## config.mk

```make
export PLATFORM = sky130hd
export DESIGN_NAME = pipeline_hazard_ctrl
export DESIGN_NICKNAME = d
export VERILOG_FILES = /design/src/rtl/pipeline_hazard_ctrl_pkg.sv /design/src/rtl/pipeline_hazard_ctrl_scoreboard.sv /design/src/rtl/pipeline_hazard_ctrl.sv
export SDC_FILE = /design/constraint.sdc
export NUM_CORES = 1
export LEC_CHECK = 0
export ABC_AREA = 1
export BUFFER_PORTS_ARGS = -buffer_cell sky130_fd_sc_hd__buf_2
export CORE_ASPECT_RATIO = 0.5
export CORE_MARGIN = 2
export CORE_UTILIZATION = 54
export CTS_CLUSTER_DIAMETER = 30
export DETAILED_ROUTE_END_ITERATION = 12
export GPL_ROUTABILITY_DRIVEN = 0
export PLACE_DENSITY_LB_ADDON = 0.08
export SYNTH_ARGS = -nofsm -noshare
export SYNTH_HDL_FRONTEND = slang
export SYNTH_HIERARCHICAL = 1
export SYNTH_SLANG_ARGS = --single-unit
```

## constraint.sdc

```tcl
create_clock -name clk -period 4.1 [get_ports clk]
set_input_delay 0.82 -clock clk [delete_from_list [all_inputs] [get_ports clk]]
set_output_delay 0.82 -clock clk [all_outputs]
set_load 0.005 [all_outputs]
```

## src/rtl/pipeline_hazard_ctrl_pkg.sv

```systemverilog
`default_nettype none
// ============================================================================
// Module  : pipeline_hazard_ctrl_pkg
// Purpose : Shared types for the RV32I pipeline hazard controller: FSM state
//           encoding, EX operand forward-select encoding, and the scoreboard
//           entry layout with its source-match helper.
// Revision: 1.0  initial release
// ============================================================================
package pipeline_hazard_ctrl_pkg;

  // RV32I register file address width.
  localparam int RV_REG_ADR_W = 5;

  typedef enum logic [1:0] {
    ST_RUN      = 2'd0,
    ST_MEM_WAIT = 2'd1,
    ST_REDIRECT = 2'd2
  } state_e;

  // EX operand source select.
  localparam logic [1:0] FWD_RF  = 2'b00;  // register file
  localparam logic [1:0] FWD_MEM = 2'b01;  // ALU result held in MEM
  localparam logic [1:0] FWD_WB  = 2'b10;  // write-back data

  typedef struct packed {
    logic                    valid;
    logic [RV_REG_ADR_W-1:0] rd;
    logic                    we;
    logic                    is_load;
  } sb_entry_t;

  localparam sb_entry_t SB_EMPTY = '{valid: 1'b0, rd: '0, we: 1'b0, is_load: 1'b0};

  // An in-flight producer matches a DEC source when it will write a non-zero
  // register that the DEC instruction actually reads.
  function automatic logic sb_match(
    input sb_entry_t               e,
    input logic [RV_REG_ADR_W-1:0] rs,
    input logic                    rs_used,
    input logic                    dec_valid
  );
    return e.valid && e.we && (e.rd != '0) && (e.rd == rs) && rs_used && dec_valid;
  endfunction

endpackage
`default_nettype wire

```

## src/rtl/pipeline_hazard_ctrl_scoreboard.sv

```systemverilog
`default_nettype none
// ============================================================================
// Module  : hazard_scoreboard
// Purpose : Three-entry (EX/MEM/WB) destination scoreboard with per-source
//           match comparators against the instruction currently in DEC.
// Ports   : clk, rst          clock, asynchronous active-high reset
//           advance_i         pipeline moves this edge (no freeze)
//           flush_i           redirect: discard all tracked producers
//           dec_entry_i       entry to load into EX (valid=0 for a bubble)
//           dec_valid_i       DEC holds a valid instruction
//           rs1_i/rs2_i       DEC source addresses
//           rs1_used_i/rs2_used_i  source read enables
//           hit_a_o/hit_b_o   match per entry, bit0=EX bit1=MEM bit2=WB
//           load_use_o        EX entry is a load matching either source
// Revision: 1.0  initial release
// ============================================================================
module hazard_scoreboard
  import pipeline_hazard_ctrl_pkg::*;
(
  input  logic                    clk,
  input  logic                    rst,
  input  logic                    advance_i,
  input  logic                    flush_i,
  input  sb_entry_t               dec_entry_i,
  input  logic                    dec_valid_i,
  input  logic [RV_REG_ADR_W-1:0] rs1_i,
  input  logic [RV_REG_ADR_W-1:0] rs2_i,
  input  logic                    rs1_used_i,
  input  logic                    rs2_used_i,
  output logic [2:0]              hit_a_o,
  output logic [2:0]              hit_b_o,
  output logic                    load_use_o
);

  sb_entry_t ex_q;
  sb_entry_t mem_q;
  sb_entry_t wb_q;

  always_ff @(posedge clk or posedge rst) begin
    if (rst) begin
      ex_q  <= SB_EMPTY;
      mem_q <= SB_EMPTY;
      wb_q  <= SB_EMPTY;
    end else if (advance_i) begin
      if (flush_i) begin
        // The instruction in MEM is killed, so it never reaches WB either.
        ex_q  <= SB_EMPTY;
        mem_q <= SB_EMPTY;
        wb_q  <= SB_EMPTY;
      end else begin
        wb_q  <= mem_q;
        mem_q <= ex_q;
        ex_q  <= dec_entry_i;
      end
    end
  end

  assign hit_a_o = {sb_match(wb_q,  rs1_i, rs1_used_i, dec_valid_i),
                    sb_match(mem_q, rs1_i, rs1_used_i, dec_valid_i),
                    sb_match(ex_q,  rs1_i, rs1_used_i, dec_valid_i)};

  assign hit_b_o = {sb_match(wb_q,  rs2_i, rs2_used_i, dec_valid_i),
                    sb_match(mem_q, rs2_i, rs2_used_i, dec_valid_i),
                    sb_match(ex_q,  rs2_i, rs2_used_i, dec_valid_i)};

  assign load_use_o = ex_q.is_load & (hit_a_o[0] | hit_b_o[0]);

endmodule
`default_nettype wire

```

## src/rtl/pipeline_hazard_ctrl.sv

```systemverilog
`default_nettype none
// ============================================================================
// Module  : pipeline_hazard_ctrl
// Purpose : Hazard/sequencing controller for a 5-stage RV32I pipeline.
//           Generates IF/DEC stalls, EX bubbles, redirect flush, memory-wait
//           freeze, registered EX forward selects and a saturating stall
//           cycle counter.
// Config  : FORWARDING_EN - when defined, stall only on load-use or WB-entry
//           match and forward from MEM/WB; otherwise stall on any match and
//           tie forward selects to the register file.
// Ports   : clk, rst                 clock, asynchronous active-high reset
//           dec_*                    DEC-stage instruction description
//           wb_pc_src                taken redirect resolved in WB
//           mem_ready                data memory done (0 = wait)
//           stall_if/stall_dec       hold PC/IF and DEC registers
//           bubble_ex                load NOP into EX
//           freeze                   hold every pipeline register
//           flush                    kill DEC/EX/MEM
//           fwd_a_sel/fwd_b_sel      EX operand sources (registered)
//           stall_cycles             saturating count of stall_dec cycles
// Revision: 1.0  initial release
// ============================================================================
module pipeline_hazard_ctrl
  import pipeline_hazard_ctrl_pkg::*;
#(
  parameter int REG_ADR_W   = RV_REG_ADR_W,
  parameter int STALL_CNT_W = 16
) (
  input  logic                   clk,
  input  logic                   rst,
  input  logic                   dec_valid,
  input  logic [REG_ADR_W-1:0]   dec_rs1,
  input  logic [REG_ADR_W-1:0]   dec_rs2,
  input  logic                   dec_rs1_used,
  input  logic                   dec_rs2_used,
  input  logic [REG_ADR_W-1:0]   dec_rd,
  input  logic                   dec_rf_we,
  input  logic                   dec_is_load,
  input  logic                   wb_pc_src,
  input  logic                   mem_ready,
  output logic                   stall_if,
  output logic                   stall_dec,
  output logic                   bubble_ex,
  output logic                   freeze,
  output logic                   flush,
  output logic [1:0]             fwd_a_sel,
  output logic [1:0]             fwd_b_sel,
  output logic [STALL_CNT_W-1:0] stall_cycles
);

  state_e                 state_q, state_d;
  logic                   redirect_pend_q, redirect_pend_d;
  logic [1:0]             fwd_a_q, fwd_b_q;
  logic [STALL_CNT_W-1:0] stall_cnt_q;

  logic       w_freeze;
  logic       w_flush;
  logic       w_hz_en;
  logic       w_hazard;
  logic       w_stall;
  logic       w_load_ex;
  logic [2:0] w_hit_a;
  logic [2:0] w_hit_b;
  logic       w_load_use;
  logic [1:0] w_fwd_a;
  logic [1:0] w_fwd_b;
  sb_entry_t  w_dec_entry;

  // --------------------------------------------------------------------------
  // Sequencing: freeze beats flush beats data stall. Everything is gated by
  // rst so the control outputs read 0 for the whole reset interval.
  // --------------------------------------------------------------------------
  always_comb begin
    state_d         = state_q;
    redirect_pend_d = redirect_pend_q;
    w_freeze        = 1'b0;
    w_flush         = 1'b0;
    w_hz_en         = 1'b0;
    if (!rst) begin
      unique case (state_q)
        ST_RUN: begin
          if (!mem_ready) begin
            w_freeze        = 1'b1;
            redirect_pend_d = wb_pc_src;
            state_d         = ST_MEM_WAIT;
          end else if (wb_pc_src) begin
            w_flush = 1'b1;
            state_d = ST_REDIRECT;
          end else begin
            w_hz_en = 1'b1;
          end
        end
        ST_MEM_WAIT: begin
          if (!mem_ready) begin
            w_freeze        = 1'b1;
            redirect_pend_d = redirect_pend_q | wb_pc_src;
          end else begin
            redirect_pend_d = 1'b0;
            if (redirect_pend_q | wb_pc_src) begin
              w_flush = 1'b1;
              state_d = ST_REDIRECT;
            end else begin
              // The pipeline advances on release, so the DEC instruction
              // must still be checked before it is allowed into EX.
              w_hz_en = 1'b1;
              state_d = ST_RUN;
            end
          end
        end
        ST_REDIRECT: begin
          // DEC holds the killed slot: no hazard check, EX gets a bubble.
          state_d = ST_RUN;
        end
        default: begin
          state_d = ST_RUN;
        end
      endcase
    end
  end

  // --------------------------------------------------------------------------
  // Hazard decision and forward selection
  // --------------------------------------------------------------------------
`ifdef FORWARDING_EN
  // Only a load in EX cannot be forwarded; WB is stalled on because the
  // register file does not write through to a same-cycle read.
  assign w_hazard = w_load_use | w_hit_a[2] | w_hit_b[2];
  // Youngest producer wins.
  assign w_fwd_a  = w_hit_a[0] ? FWD_MEM : (w_hit_a[1] ? FWD_WB : FWD_RF);
  assign w_fwd_b  = w_hit_b[0] ? FWD_MEM : (w_hit_b[1] ? FWD_WB : FWD_RF);
`else
  // Without bypass paths any in-flight producer blocks the read; load-use is
  // a subset of that and is folded in so both builds consume the same terms.
  assign w_hazard = (|w_hit_a) | (|w_hit_b) | w_load_use;
  assign w_fwd_a  = FWD_RF;
  assign w_fwd_b  = FWD_RF;
`endif

  assign w_stall     = w_hz_en & w_hazard;
  assign w_load_ex   = w_hz_en & dec_valid & ~w_stall;
  assign w_dec_entry = '{valid: w_load_ex, rd: dec_rd, we: dec_rf_we, is_load: dec_is_load};

  hazard_scoreboard u_scoreboard (
    .clk         (clk),
    .rst         (rst),
    .advance_i   (~w_freeze),
    .flush_i     (w_flush),
    .dec_entry_i (w_dec_entry),
    .dec_valid_i (dec_valid),
    .rs1_i       (dec_rs1),
    .rs2_i       (dec_rs2),
    .rs1_used_i  (dec_rs1_used),
    .rs2_used_i  (dec_rs2_used),
    .hit_a_o     (w_hit_a),
    .hit_b_o     (w_hit_b),
    .load_use_o  (w_load_use)
  );

  // --------------------------------------------------------------------------
  // State, forward-select and counter registers
  // --------------------------------------------------------------------------
  always_ff @(posedge clk or posedge rst) begin
    if (rst) begin
      state_q         <= ST_RUN;
      redirect_pend_q <= 1'b0;
      fwd_a_q         <= FWD_RF;
      fwd_b_q         <= FWD_RF;
      stall_cnt_q     <= '0;
    end else begin
      state_q         <= state_d;
      redirect_pend_q <= redirect_pend_d;
      // Selects follow the instruction into EX; a bubble gets the RF select.
      if (!w_freeze) begin
        fwd_a_q <= w_load_ex ? w_fwd_a : FWD_RF;
        fwd_b_q <= w_load_ex ? w_fwd_b : FWD_RF;
      end
      if (w_stall && (stall_cnt_q != '1)) begin
        stall_cnt_q <= stall_cnt_q + 1'b1;
      end
    end
  end

  assign stall_if     = w_stall;
  assign stall_dec    = w_stall;
  assign bubble_ex    = w_stall;
  assign freeze       = w_freeze;
  assign flush        = w_flush;
  assign fwd_a_sel    = fwd_a_q;
  assign fwd_b_sel    = fwd_b_q;
  assign stall_cycles = stall_cnt_q;

endmodule
`default_nettype wire

```

==> results of run 1 <==
## cells in the mapped netlist, types with 3 or more instances
master	number	area, um^2
nand2_2	4	25.0
dfrtp_1	41	1030
nor2_1	42	158
o2111ai_1	3	26.3
xor2_1	5	43.8
o21ai_0	14	70.1
xnor2_1	12	105
o22ai_1	15	93.8
nor3_1	3	15.0
inv_2	6	22.5
nand2_1	120	450
nand4_1	6	37.5
a21oi_1	3	15.0
a21oi_2	3	26.3
inv_1	49	184
nor2_2	4	25.0
o21ai_1	3	15.0
nand3_1	29	145
buf_4	6	45.0
nor4_1	3	18.8
## through the flow
step	hold slack, ns	instances
3_3_place_gp	0.513	495
5_1_grt	0.567	503
3_5_place_dp	0.527	495
6_report	0.549	503
2_1_floorplan	0.505	394
4_1_cts	0.546	503
## worst max-delay path: stages
cell     delay (ns)
buf_2          0.11
inv_1          0.13
nor2_1         0.09
nor3_4         0.19
nand3_2        0.11
a21oi_2        0.12
inv_1          0.05
nand2_1        0.06
nor2_1         0.10
nor2_4         0.21
buf_2          0.15
## power by group
part           switching [W]  internal, W
combinational       0.000126    0.0000759
sequential         0.0000413     0.000442
clock               0.000149     0.000198
## cell usage in the layout (no fill, tap or decap), types with 2 or more instances in the layout
cell,count
nand2_1,120
inv_1,49
buf_2,44
nor2_1,42
dfrtp_1,41
nand3_1,29
o22ai_1,15
o21ai_0,14
xnor2_1,12
inv_2,6
nand4_1,6
clkbuf_8,6
xor2_1,5
nor2_2,4
nand2_2,4
conb_1,4
a21oi_1,3
o2111ai_1,3
o21ai_1,3
nor4_1,3
nor3_1,3
a21oi_2,3
nor2_4,2
nand3b_1,2
## path summary, 6_finish.rpt
kind / startpoint / endpoint / slack [ns] / cells past startpoint
max: dec_rs1[1] / stall_if / 1.15 / 11
min: u_scoreboard/wb_q[1]$_DFFE_PP0P_ / u_scoreboard/wb_q[1]$_DFFE_PP0P_ / 0.55 / 2
max reg2reg: u_scoreboard/ex_q[6]$_DFFE_PP0P_ / stall_cycles[13]$_DFFE_PP0P_ / 1.97 / 15
min reg2reg: u_scoreboard/wb_q[1]$_DFFE_PP0P_ / u_scoreboard/wb_q[1]$_DFFE_PP0P_ / 0.55 / 2
max in group asynchronous: rst / u_scoreboard/mem_q[5]$_DFFE_PP0P_ / 2.87 / 2
min in group asynchronous: rst / stall_cycles[12]$_DFFE_PP0P_ / 0.68 / 2
## cell type report
class | count | area [um^2] | area share
Multi-Input combinational cell | 285 | 1410 | 0.459
Sequential cell | 41 | 1030 | 0.335
Timing Repair Buffer | 44 | 220 | 0.0718
Inverter | 55 | 206 | 0.0673
Tap cell | 70 | 87.6 | 0.0286
Clock buffer | 6 | 82.6 | 0.0269
Clock inverter | 2 | 37.5 | 0.0122
## logic make-up after synthesis
| family | synth area share |
|---|---|
| compound gates | 0.0990 |
| xor+xnor | 0.0548 |
| fa+ha+maj | 0.00460 |
| buf+inv | 0.109 |
| flops | 0.378 |
| other cells | 0.00138 |
| simple gates | 0.354 |
## flip-flops by register name (all words and copies together), names as in the netlist
name	flops
u_scoreboard/mem_q	7
u_scoreboard/wb_q	7
redirect_pend_q	1
state_q	2
stall_cycles	16
u_scoreboard/ex_q	8
## per-layer routing
metal / wire length (um) / vias up
li1: - / 1316
met1: 3000 / 1225
met2: 3130 / 89
met3: 465 / 12
met4: 95 / 0
met5: 0 / -
==> impl_metrics.csv, run 1 <==
group,metric,value,unit
clock_tree,cts_setup_buffers,0,
clock_tree,clkTransAtPathRegs,0.08,ns
sta,maxSlewHeadroom,0.447,
detailed_routing,via_count,2642,
sta,finalHoldViolCount,0,
sta,worst_pin_slew,0.829,ns
die,coreArea,4890,um^2
clock_tree,clk_latency,0.30,ns
logic_synthesis,avgSynthCellArea,6.95,um^2
sta,skew,0.0117,ns
detailed_routing,wl_per_cell,13.3,um
final_layout,fin_area,3070,um^2
logic_synthesis,synth_edf_count,0,
sta,post-route-period-util,0.720,
setup_path,start_kind,"input pin",
detailed_routing,drcViolationCount,0,
clock_tree,cts.repair.resized,0,
grt,grt_pass1_wl,11200,um
clock_tree,numCtsBuffers,5,
pwr,p_leak,1.59,nW
grt,grt_use_met2,0.440,
setup_path,cp.required,3.28,ns
clock_tree,htreeDepth,2,
setup_path,crit_path_end_kind,"output pin",
grt,grt.met1_usage,0.323,
setup_path,arrival,2.13,ns
logic_synthesis,syn_inst,391,
flow_run,drv_cap,0,
sta,final.setup.tns,0,ns
clock_tree,cts_root_buffer,"clkbuf_8",
final_layout,syn2layout_area_growth,12.8,%
logic_synthesis,synth.ff_latch_count,41,
logic_synthesis,synth.distinct_cells,35,
clock_tree,clock-sinks,41,
pwr,p_total,0.00103,W
detailed_routing,drt_pass1_iterations,4,
grt,grt_busiest_layer,"met2",
final_layout,fillerInstances,481,
sta,fin_ws,1.15,ns
grt,antenna_found_initial,0,
die,die_h,54.2,um
die,num_rows,18,
min_path,hp-class,"reg2reg",
logic_synthesis,synth_area,2720,um^2
status,outcome,"completed",
grt,grt_pass1_vias,2450,
detailed_routing,routed_wl,6690,um
die,initial_utilization,0.556,
detailed_routing,vias_per_cell,5.25,
setup_path,crit_type,"in2out",
sta,maxSlewViolCount,0,
placement,preCtsSetupSlack,1.15,ns
placement,port_buffers,44,
sta,setup_viol,0,
logic_synthesis,synth.yosys.seq_area_share,0.378,
final_layout,drive_above_1_share,0.173,
final_layout,nets,457,
logic_synthesis,ys_async_sr_fraction,1.00,
clock_tree,clock_path_buffers,2,
clock_tree,cts_hold_buf,0,
sta,max_freq,0.339,GHz
clock_tree,cts_tree,"done",
placement,dp_hpwl,4940,um
pwr,vdd_drop_max,211,uV
detailed_routing,ant_nets,0,
placement,placed_cell_area,2950,um^2
grt,grt-ovfl-total,0,
logic_synthesis,synth_warnings,6,
setup_path,cp_max_fo,8,
detailed_routing,drtIter0Drc,127,
sta,rsz0062_at_grt,"no",
grt,grtUsageTotal,0.253,
die,die_x,104,um
final_layout,diodes,0,
die,die_area,5650,um^2
sta,period_minus_slack,2.95,ns
pwr,power.density,336,nW/um^2
final_layout,post-route-util,0.627,
grt,grt_max_degree,33,
logic_synthesis,ys.flop_type,"dfrtp_1",
die,io_pins,49,
grt,use_met3,0.0521,
(Power assumes the default switching activity.)
==> run 2, diff against run 1 <==
--- a/config.mk
+++ b/config.mk
@@ -9,7 +9,7 @@
 export BUFFER_PORTS_ARGS = -buffer_cell sky130_fd_sc_hd__buf_2
 export CORE_ASPECT_RATIO = 0.5
 export CORE_MARGIN = 2
-export CORE_UTILIZATION = 54
+export CORE_UTILIZATION = 51
 export CTS_CLUSTER_DIAMETER = 30
 export DETAILED_ROUTE_END_ITERATION = 12
 export GPL_ROUTABILITY_DRIVEN = 0
==> constraint.sdc (replaced) <==
create_clock -name clk -period 2.4 [get_ports clk]
set_input_delay 0.48 -clock clk [delete_from_list [all_inputs] [get_ports clk]]
set_output_delay 0.48 -clock clk [all_outputs]
set_load 0.005 [all_outputs]
==> run 2 against run 1 <==
Net effect:
- critical path depth did not move
- count of clock-buffer cells in the layout fell by 1
- final area increased by 2.7%
- combinational power grew 86%
- setup slack worse by 1.1 ns
- largest cell class unchanged
- clock skew decreased by 0.0069 ns
- critical path type is now reg2out
- register-to-register slack lost 1.6 ns
- hold slack worse by 0.21 ns
- cell count rose by 1.8%
==> impl_metrics.csv, run 2 (same netlist as run 1, synthesis figures left out) <==
group,metric,value,unit
status,outcome,"completed",
clock_tree,clk_latency,0.29,ns
die,initial_utilization,0.541,
setup_path,arrival,1.84,ns
final_layout,final_cell_mix,"120 x nand2_1, 46 x inv_1, 44 x buf_2",
grt,grtUsageTotal,0.227,
setup_path,r2r-end,"stall_cycles[9]$_DFFE_PP0P_",
clock_tree,cts_hold_buf,0,
placement,dp_hpwl,4920,um
flow_run,drv_cap,0,
min_path,hp-class,"in2async",
detailed_routing,drcViolationCount,0,
clock_tree,numCtsBuffers,5,
sta,maxSlewViolCount,0,
setup_path,crit_type,"reg2out",
final_layout,nets,467,
setup_path,rr_worst_depth,14,
grt,grt_pass1_vias,2423,
grt,grt-ovfl-total,0,
detailed_routing,drtIter0Drc,189,
detailed_routing,vias_per_cell,5.17,
setup_path,cp-startpoint,"u_scoreboard/wb_q[5]$_DFFE_PP0P_",
clock_tree,clkTransAtPathRegs,0.08,ns
detailed_routing,routed_wl,6440,um
die,die_area,5960,um^2
sta,skew,0.00483,ns
clock_tree,clock_path_buffers,2,
grt,antenna_found_initial,0,
detailed_routing,ant_nets,0,
sta,setup_viol,0,
setup_path,timing.rr.start,"u_scoreboard/wb_q[5]$_DFFE_PP0P_",
clock_tree,htreeDepth,2,
setup_path,crit_path_end_kind,"output pin",
sta,max_freq,0.432,GHz
placement,port_buffers,44,
final_layout,fin_area,3150,um^2
grt,grt_max_degree,23,
placement,placed_cell_area,2960,um^2
detailed_routing,drt_pass1_iterations,5,
pwr,power.density,549,nW/um^2
pwr,vdd_drop_max,340,uV
die,num_rows,18,
final_layout,diodes,0,
clock_tree,clock-sinks,41,
sta,maxSlewHeadroom,0.475,
sta,finalHoldViolCount,0,
pwr,p_leak,1.64,nW
sta,post-route-period-util,0.965,
final_layout,mostFrequentLayoutCell,"nand2_1",
setup_path,start_kind,"register",
sta,period_minus_slack,2.32,ns
final_layout,syn2layout_area_growth,15.9,%
die,io_pins,49,
clock_tree,cts_root_buffer,"clkbuf_8",
clock_tree,cts_tree,"done",
setup_path,cp_max_fo,4,
sta,final.setup.tns,0,ns
detailed_routing,wl_per_cell,12.6,um
final_layout,post-route-util,0.627,
final_layout,largest_register_ffs,16,
sta,worst_pin_slew,0.786,ns
detailed_routing,via_count,2647,
die,die_x,107,um
final_layout,drive_above_1_share,0.213,
die,coreArea,5020,um^2
die,die_h,55.6,um
grt,grt_pass1_wl,10800,um
setup_path,r2r_slack,0.36,ns
setup_path,cp.required,1.92,ns
run 2: critical path, stage by stage, from the launching register on:
cell and delay [ns]:
dfrtp_1 0.42, nor3_2 0.20, nand3_1 0.11, nand3_2 0.09, inv_1 0.04, nand2_1 0.06
nor2_1 0.04, nor2_1 0.12, nand2_1 0.10, nor2_4 0.18, nor2_4 0.06, buf_2 0.12
run 2: how the worst max path moves through the flow:
| stage | end |
|---|---|
| 6_report | stall_if |
| 5_1_grt | stall_if |
| 4_1_cts | stall_if |
| 3_5_place_dp | stall_if |
| 3_3_place_gp | stall_if |
| 2_1_floorplan | stall_dec |
run 2: area by class of cell:
class / count / area (um^2)
fillers: 470 / 1870
multi-input cells: 285 / 1420
flip-flops and latches: 41 / 1030
repair buffers: 54 / 295
inverters: 55 / 209
well taps: 70 / 87.6
clock buffers: 5 / 68.8
clock inverters: 2 / 35.0
run 2: per-stage QoR:
step	instances	total power, W	setup slack [ns]	hold slack [ns]
6_report	512	0.00173	0.0830	0.342
3_5_place_dp	497	0.00118	0.135	0.528
2_1_floorplan	394	0.00107	0.431	0.431
4_1_cts	504	0.00171	0.0149	0.364
5_1_grt	512	0.00184	-0.0206	0.408
3_3_place_gp	497	0.00117	0.128	0.521
run 2: where the power goes:
part,switching [W],internal (W)
Sequential,0.0000678,0.000758
Combinational,0.000221,0.000155
Clock,0.000226,0.000302
Total,0.000515,0.00121
run 2: layer usage:
metal,vias to the layer above,GRT usage,share of wire
met1,1198,0.299,0.43
li1,1338,-,-
met3,8,0.0480,0.075
met5,-,0,0
met2,103,0.377,0.48
met4,0,0.0668,0.0095
run 2: timing repair:
| action | 4_1_cts | 5_1_grt |
|---|---|---|
| resized for setup | 2 | 10 |
| pin swaps | 0 | 2 |
| endpoints found under the setup margin | 3 | 3 |
| cloned | 0 | 0 |
| buffers inserted | 0 | 8 |
